$ cat config.mk
export PLATFORM = sky130hd
export DESIGN_NAME = mult_4b_seq_flat
export DESIGN_NICKNAME = d
export VERILOG_FILES = /design/src/rtl/mult_pkg.sv /design/src/rtl/mult_4b_seq_if.sv /design/src/rtl/adder_4b.sv /design/src/rtl/mult_4b_seq.sv /design/src/flat_wrapper.sv
export SDC_FILE = /design/constraint.sdc
export NUM_CORES = 1
export LEC_CHECK = 0
export CAP_MARGIN = 20
export CORE_MARGIN = 5
export CORE_UTILIZATION = 54
export DETAILED_ROUTE_END_ITERATION = 10
export PLACE_DENSITY_LB_ADDON = 0.08
export SLEW_MARGIN = 20
export SYNTH_ARGS = -nofsm -noshare
export SYNTH_HDL_FRONTEND = slang
export SYNTH_SLANG_ARGS = --single-unit
$ cat constraint.sdc
create_clock -name clk -period 4.8 [get_ports clk]
set_clock_uncertainty 0.1 [all_clocks]
set_input_delay 0.96 -clock clk [delete_from_list [all_inputs] [get_ports clk]]
set_output_delay 0.96 -clock clk [all_outputs]
set_load 0.01 [all_outputs]
$ cat src/rtl/mult_pkg.sv
// Shared types and sizing for the sequential shift-and-add multiplier.
// No logic; constants only.
package mult_pkg;
    localparam int OPW  = 4;
    localparam int ITER = 4;
    localparam int PW   = 2 * OPW;
    localparam int CNTW = $clog2(ITER);

    typedef enum logic [1:0] {
        IDLE = 2'd0,
        RUN  = 2'd1,
        DONE = 2'd2
    } state_t;
endpackage

$ cat src/rtl/mult_4b_seq_if.sv
// Request/result bundle between a requester and mult_4b_seq.
// No flow control beyond start/busy: requests while busy are dropped.
interface mult_4b_seq_if;
    import mult_pkg::*;

    logic            start;
    logic [OPW-1:0]  A;
    logic [OPW-1:0]  B;
    logic [PW-1:0]   P;
    logic            busy;
    logic            done;

    modport master (output start, A, B, input P, busy, done);
    modport slave  (input start, A, B, output P, busy, done);
endinterface

$ cat src/rtl/adder_4b.sv
// Combinational 4-bit ripple-carry adder; zero latency, no backpressure.
// Cout is the carry out of the top bit.
module adder_4b
    import mult_pkg::*;
(
    input  logic [OPW-1:0] A,
    input  logic [OPW-1:0] B,
    input  logic           Cin,
    output logic [OPW-1:0] S,
    output logic           Cout
);
    logic [OPW:0] w_carry;

    assign w_carry[0] = Cin;

    for (genvar i = 0; i < OPW; i++) begin : g_fa
        assign S[i]           = A[i] ^ B[i] ^ w_carry[i];
        assign w_carry[i + 1] = (A[i] & B[i]) | (w_carry[i] & (A[i] ^ B[i]));
    end

    assign Cout = w_carry[OPW];
endmodule

$ cat src/rtl/mult_4b_seq.sv
// 4x4 unsigned shift-and-add multiplier; done strobes 4 cycles after start is sampled.
// Busy for 5 cycles per operation; start while busy is dropped, never queued.
module mult_4b_seq
    import mult_pkg::*;
(
    input  logic          clk,
    input  logic          rst,
    mult_4b_seq_if.slave  bus
);
    localparam logic [CNTW-1:0] LAST_CNT = CNTW'(ITER - 1);

    state_t          r_state;
    logic [OPW-1:0]  r_m;
    logic [OPW-1:0]  r_acc;
    logic [OPW-1:0]  r_q;
    logic [CNTW-1:0] r_cnt;
    logic [PW-1:0]   r_p;
    logic            r_busy;
    logic            r_done;

    logic [OPW-1:0]  w_y;
    logic [OPW-1:0]  w_s;
    logic            w_c;
    logic [OPW-1:0]  w_acc_nxt;
    logic [OPW-1:0]  w_q_nxt;

    assign w_y = r_q[0] ? r_m : '0;

    adder_4b u_add (
        .A    (r_acc),
        .B    (w_y),
        .Cin  (1'b0),
        .S    (w_s),
        .Cout (w_c)
    );

    // {C,S,Q} shifted right by one: the carry lands in ACC[3], S[0] enters Q.
    assign w_acc_nxt = {w_c, w_s[OPW-1:1]};
    assign w_q_nxt   = {w_s[0], r_q[OPW-1:1]};

    always_ff @(posedge clk) begin
        if (rst) begin
            r_state <= IDLE;
            r_m     <= '0;
            r_acc   <= '0;
            r_q     <= '0;
            r_cnt   <= '0;
            r_p     <= '0;
            r_busy  <= 1'b0;
            r_done  <= 1'b0;
        end else begin
            case (r_state)
                IDLE: begin
                    if (bus.start) begin
                        r_m     <= bus.A;
                        r_acc   <= '0;
                        r_q     <= bus.B;
                        r_cnt   <= '0;
                        r_busy  <= 1'b1;
                        r_state <= RUN;
                    end
                end
                RUN: begin
                    r_acc <= w_acc_nxt;
                    r_q   <= w_q_nxt;
                    r_cnt <= r_cnt + 1'b1;
                    if (r_cnt == LAST_CNT) begin
                        r_p     <= {w_acc_nxt, w_q_nxt};
                        r_done  <= 1'b1;
                        r_state <= DONE;
                    end
                end
                DONE: begin
                    r_done  <= 1'b0;
                    r_busy  <= 1'b0;
                    r_state <= IDLE;
                end
                default: begin
                    r_done  <= 1'b0;
                    r_busy  <= 1'b0;
                    r_state <= IDLE;
                end
            endcase
        end
    end

    assign bus.P    = r_p;
    assign bus.busy = r_busy;
    assign bus.done = r_done;
endmodule

$ cat src/flat_wrapper.sv
// flat-port wrapper written by rule: the top's interface ports become plain ports
module mult_4b_seq_flat import mult_pkg::*;
  (clk, rst, bus_start, bus_A, bus_B, bus_P, bus_busy, bus_done);
  mult_4b_seq_if bus_i ();
  input  logic clk;
  input  logic rst;
  input wire logic [$bits(bus_i.start)-1:0] bus_start;
  input wire logic [$bits(bus_i.A)-1:0] bus_A;
  input wire logic [$bits(bus_i.B)-1:0] bus_B;
  output wire logic [$bits(bus_i.P)-1:0] bus_P;
  output wire logic [$bits(bus_i.busy)-1:0] bus_busy;
  output wire logic [$bits(bus_i.done)-1:0] bus_done;
  assign bus_i.start = bus_start;
  assign bus_i.A = bus_A;
  assign bus_i.B = bus_B;
  assign bus_P = bus_i.P;
  assign bus_busy = bus_i.busy;
  assign bus_done = bus_i.done;
  mult_4b_seq u_core (.clk(clk), .rst(rst), .bus(bus_i));
endmodule
* Word-level counts from Yosys, hierarchy flattened
Index checks and enable logic that the tools add are counted.
Operators by class: add/sub/neg operators 1, eq/ne operators 4, mux-type cells 14, bitwise operators 19, reductions and logical operators 8
Operator list (number):
- 4-bit case mux with 2 select lines | 2
- 4-bit two-way mux | 3
- 2-bit AND reduction | 6
- 2-bit case mux with 2 select lines | 2
- 1-bit AND | 7
- 1-bit bitwise XOR | 7
- 2-bit two-way mux | 3
- 1-bit case mux with 2 select lines | 2
- 1-bit OR | 3
- 2-bit by 1-bit adder with 2-bit output, second input constant | 1
- 2-bit by 1-bit equality test with 1-bit output, second input constant | 1
- 2-bit equality test, second input constant | 1
- 2-bit zero test | 1
- 1-bit two-way mux | 2
- 2-bit by 1-bit inequality test with 1-bit output, second input constant | 1
- 2-bit inequality test, second input constant | 1
- 1-bit inverter | 2
- 2-bit nonzero test | 1
Word-level totals: flip-flop bits (word level) 26

* Depth between registers and ports, before layout
depth in word-level cells 9, depth in mapped cells 8, mapped depth without buffers 8

* Cells and area by module
From an unflattened synthesis, not the netlist that was laid out.
Second synthesis, totals: cells, all modules 124, area total of the unflattened synthesis 1141.1 sq um
Modules (own cells, without submodules):
- mult_4b_seq | instances 1, cells an instance 110, area each 1023.5 sq um, seq. area each 520.5 sq um
- adder_4b | instances 1, cells an instance 14, area each 117.6 sq um, seq. area each 0.0 sq um

* Least setup slack after synthesis
No wires, ideal clock.
kind reg2reg, start point register u_core.r_q[0], end point register u_core.r_acc[2], arrival 2.103 ns, required time 4.572 ns, slack 2.469 ns, stages on the path, launching flop included 9, clock period less this slack 2.331 ns, cells stage by stage dfxtp_1 and2_1 ha_1 inv_1 fa_1 fa_1 fa_1 a2bb2oi_1 nor2_1
Between the ends: word-level cells in the longest chain between the ends 8, elaborated cells on any way between the ends 13, classes of those cells mux (2); bitwise (11)
Ends and longest elaborated chain:
- from (decl) | RTL line mult_4b_seq.sv:15 | logic [OPW-1:0] r_q;
- from (signal assigned) | RTL line mult_4b_seq.sv:57 | r_q <= bus.B;
- from (signal assigned) | RTL line mult_4b_seq.sv:65 | r_q <= w_q_nxt;
- 4-bit two-way mux (*) | RTL line mult_4b_seq.sv:27 | assign w_y = r_q[0] ? r_m : '0;
- 1-bit AND / 1-bit bitwise XOR (equally long branches) | RTL line adder_4b.sv:18 | assign w_carry[i + 1] = (A[i] & B[i]) | (w_carry[i] & (A[i] ^ B[i]));
- 1-bit AND | RTL line adder_4b.sv:18
- 1-bit OR | RTL line adder_4b.sv:18
- 1-bit AND | RTL line adder_4b.sv:18
- 1-bit OR | RTL line adder_4b.sv:18
- 1-bit bitwise XOR (*) | RTL line adder_4b.sv:17 | assign S[i] = A[i] ^ B[i] ^ w_carry[i];
- 4-bit case mux with 2 select lines (*) | RTL line mult_4b_seq.sv:52 | case (r_state)
- to (signal assigned) | RTL line mult_4b_seq.sv:64 | r_acc <= w_acc_nxt;
- to (decl) | RTL line mult_4b_seq.sv:14 | logic [OPW-1:0] r_acc;
Mark *: on every way between the ends. The rest lies on a longest branch, timed or not. A chain may end at the register's enable or synchronous reset.

* Worst setup path in the final report
Same ends and word-level chain as after synthesis.

==> qor.txt <==
share of layout cells above drive strength 1 - 0.08065
cts bufs inserted - 3
Post-Syn Area per Cell - 10.42 sq um
number of global-route vias before repair - 773
Synth top area share - 0.4627
clock root buffer - clkbuf_4
Syn Inst Count - 108
Comb power frac - 0.107
Cell Chain, Critical Path - and2_1 > ha_1 > inv_1 > fa_1 > fa_1 > fa_1 > a2bb2oi_1 > nor2_1
Worst EP arrival - 2.59 ns
Std-Cell Rows - 16
global-route wire length before repair - 3422 um
most used cell, CP - fa_1
placed cells - 148
register bit total from synthesis - 26
Max FO, Critical Path - 5
Fin. Hold Viols - 0
Fin Hold WS - 0.4024 ns
via count - 783
fin crit share - 0.5240
max_slew headroom - 0.3590
GRT Util Overall - 0.1380
RSZ-0062 raised after global routing - false
Final Critical Period - 2.515 ns
cell area after layout - 0.001324 sq mm
num ports - 21
Post-CTS Setup Inserts - 0
commonest cells after routing, fill and taps aside - dfxtp_1 (26), nor2_1 (23), clkdlybuf4s50_1 (20)
DR vias/cell - 5.185
CP startpoint kind - flip-flop
count of different cell masters after synthesis - 26
Mapped Area - 0.001125 sq mm
CTS Sinks - 26
Internal - 274.4 uW
Setup-failing EPs final - 0
slowest CP cell - fa_1
Routed WL per cell - 12.37 um
Starting Density - 0.5676
hold-fix buffer count after cts - 0
post-CTS resize count - 0
Yosys warnings - 0
Final ANT Viol Nets - 0
power share of the clock group - 0.245
routed wire length - 1868 um
crit path capture type - flip-flop
DRC errors left - 0
Layout area overhead - 17.69%
total die area - 0.003096 sq mm
grt ovf - 0
pwr/cell area - 269.3 mW/mm^2
LEAKAGE - 0.4675 nW
area leader, netlist - dfxtp_1
critical path data required time - 4.88 ns
CTS tree - yes
H-tree levels - 1
Switching Fraction - 0.2303
slowest cell delay on critical path - 0.53 ns
Diodes inserted - 0
Post-DP Area - 0.001301 sq mm
NetSw - 82.10 uW
PortBufs - 20
most common cell after layout, fill and taps aside - dfxtp_1
ranking of synthesized cells by area - dfxtp_1 (46%), mux2i_1 (11%), nor2_1 (7.7%), fa_1 (5.3%), a211oi_2 (4.4%)
core box area - 0.001982 sq mm
clk slew on worst S/H paths - 0.12 ns
final std cells w/o fill - 151
Final TNS setup - 0 ns
Max VDD drop - 272.0 uV
Flop pwr share - 0.648
FILL cells - 155
Final #Nets - 142
clock buffer depth - 2
initial antenna violation count - 0
First-pass DRT Iterations - 4
Slew Limit Fails - 0
Worst-Margin Slew - 0.9585 ns
total of max-cap violations - 0
status - completed
Total Power Consumption - 356.5 uW
Min-Delay Path Class - flip-flop to flip-flop
critical path type - flip-flop to flip-flop
Max Fclk - 0.3976 GHz
syn nets - 124
hpwl dp - 1412 um
Clock Latency Late Sink - 0.31 ns
die span in y - 55.64 um
largest net degree at the start of global routing - 27
sequential cell area fraction in the yosys report - 0.4627
Die X - 55.64 um
DR iter-0 viols - 19
RD Place Congestion - 0.7628
-- final timing paths --
path                 start               to  slack, ns  cells after the start
min          u_core.r_m[0]    u_core.r_m[0]       0.40                      2
min reg2reg  u_core.r_m[0]    u_core.r_m[0]       0.40                      2
max          u_core.r_q[0]  u_core.r_acc[2]       2.28                      8
max reg2reg  u_core.r_q[0]  u_core.r_acc[2]       2.28                      8
-- area by class of cell --
type                    instances  area [sq um]  share of cell area
repair buffers                 20         200.2              0.1512
flip-flops and latches         26         520.5              0.3932
well taps                      27         33.78             0.02552
inverters                       6         22.52             0.01701
multi-input cells              69         524.3              0.3960
clock buffers                   3         22.52             0.01701
-- metrics by stage --
step,worst slack (ns),util
after detailed placement,2.078,0.6566
final,2.285,0.6679
after global routing,2.153,0.6679
after CTS,2.264,0.6679
after global placement,2.181,0.6566
after floorplan,2.469,-
-- synthesized netlist by cell type --
cell and n:
buf_8 1, o21ba_2 1, mux2_2 1, and2_1 1
and3b_1 1, a2bb2oi_1 5, o21bai_1 1, mux2i_1 12
buf_6 2, nand2_1 3, dfxtp_1 26, nor3b_2 1
a21oi_1 2, a2111oi_0 1, ha_1 2, a211oi_2 4
nor2b_1 1, clkbuf_1 2, nand2b_1 1, fa_1 3
nor2_1 23, a211oi_1 4, inv_1 6, buf_2 1
buf_4 1, nor3_1 2
-- cell families (layout without fill, tap and decap cells) --
| logic type | count (synthesis) | in the layout | synth area share |
|---|---|---|---|
| mux | 13 | 13 | 0.1168 |
| fa+ha+maj | 5 | 5 | 0.07564 |
| compound gates | 18 | 18 | 0.1424 |
| buf+inv | 13 | 29 | 0.07118 |
| simple gates | 33 | 33 | 0.1313 |
| flops | 26 | 26 | 0.4627 |
-- per-layer routing --
metal,GRT usage,wire length [um],part of all wire,vias to the layer above
met4,0.04167,15,0.0080,0
li1,-,-,-,400
met3,0.05336,94,0.050,2
met2,0.2213,861,0.46,19
met1,0.1705,896,0.48,362
met5,0,0,0,-
-- power groups by stage --
stage | Sequential [mW] | Combinational, mW | Clock (mW)
floorplan | 0.233 | 0.0280 | 0
global placement | 0.236 | 0.0373 | 0
detailed placement | 0.236 | 0.0386 | 0
CTS | 0.231 | 0.0386 | 0.0923
global route | 0.232 | 0.0425 | 0.100
finish | 0.231 | 0.0383 | 0.0874
-- worst max-delay path, delay by kind of cell, from the launching register on --
kind,cells,cell delay [ns]
adders and majority gates,4,1.45
DFF,1,0.41
and+or+nand+nor,2,0.20
AOI/OAI and AO/OA,1,0.17
buffers and inverters,1,0.05
-- sequential cells by signal (all words and copies together), names as in the netlist --
name / cells
u_core.bus.done: 1
u_core.bus.busy: 1
u_core.r_state: 2
u_core.r_q: 4
u_core.bus.P: 8
u_core.r_m: 4
u_core.r_acc: 4
u_core.r_cnt: 2
Power figures use the tool's default switching activity.
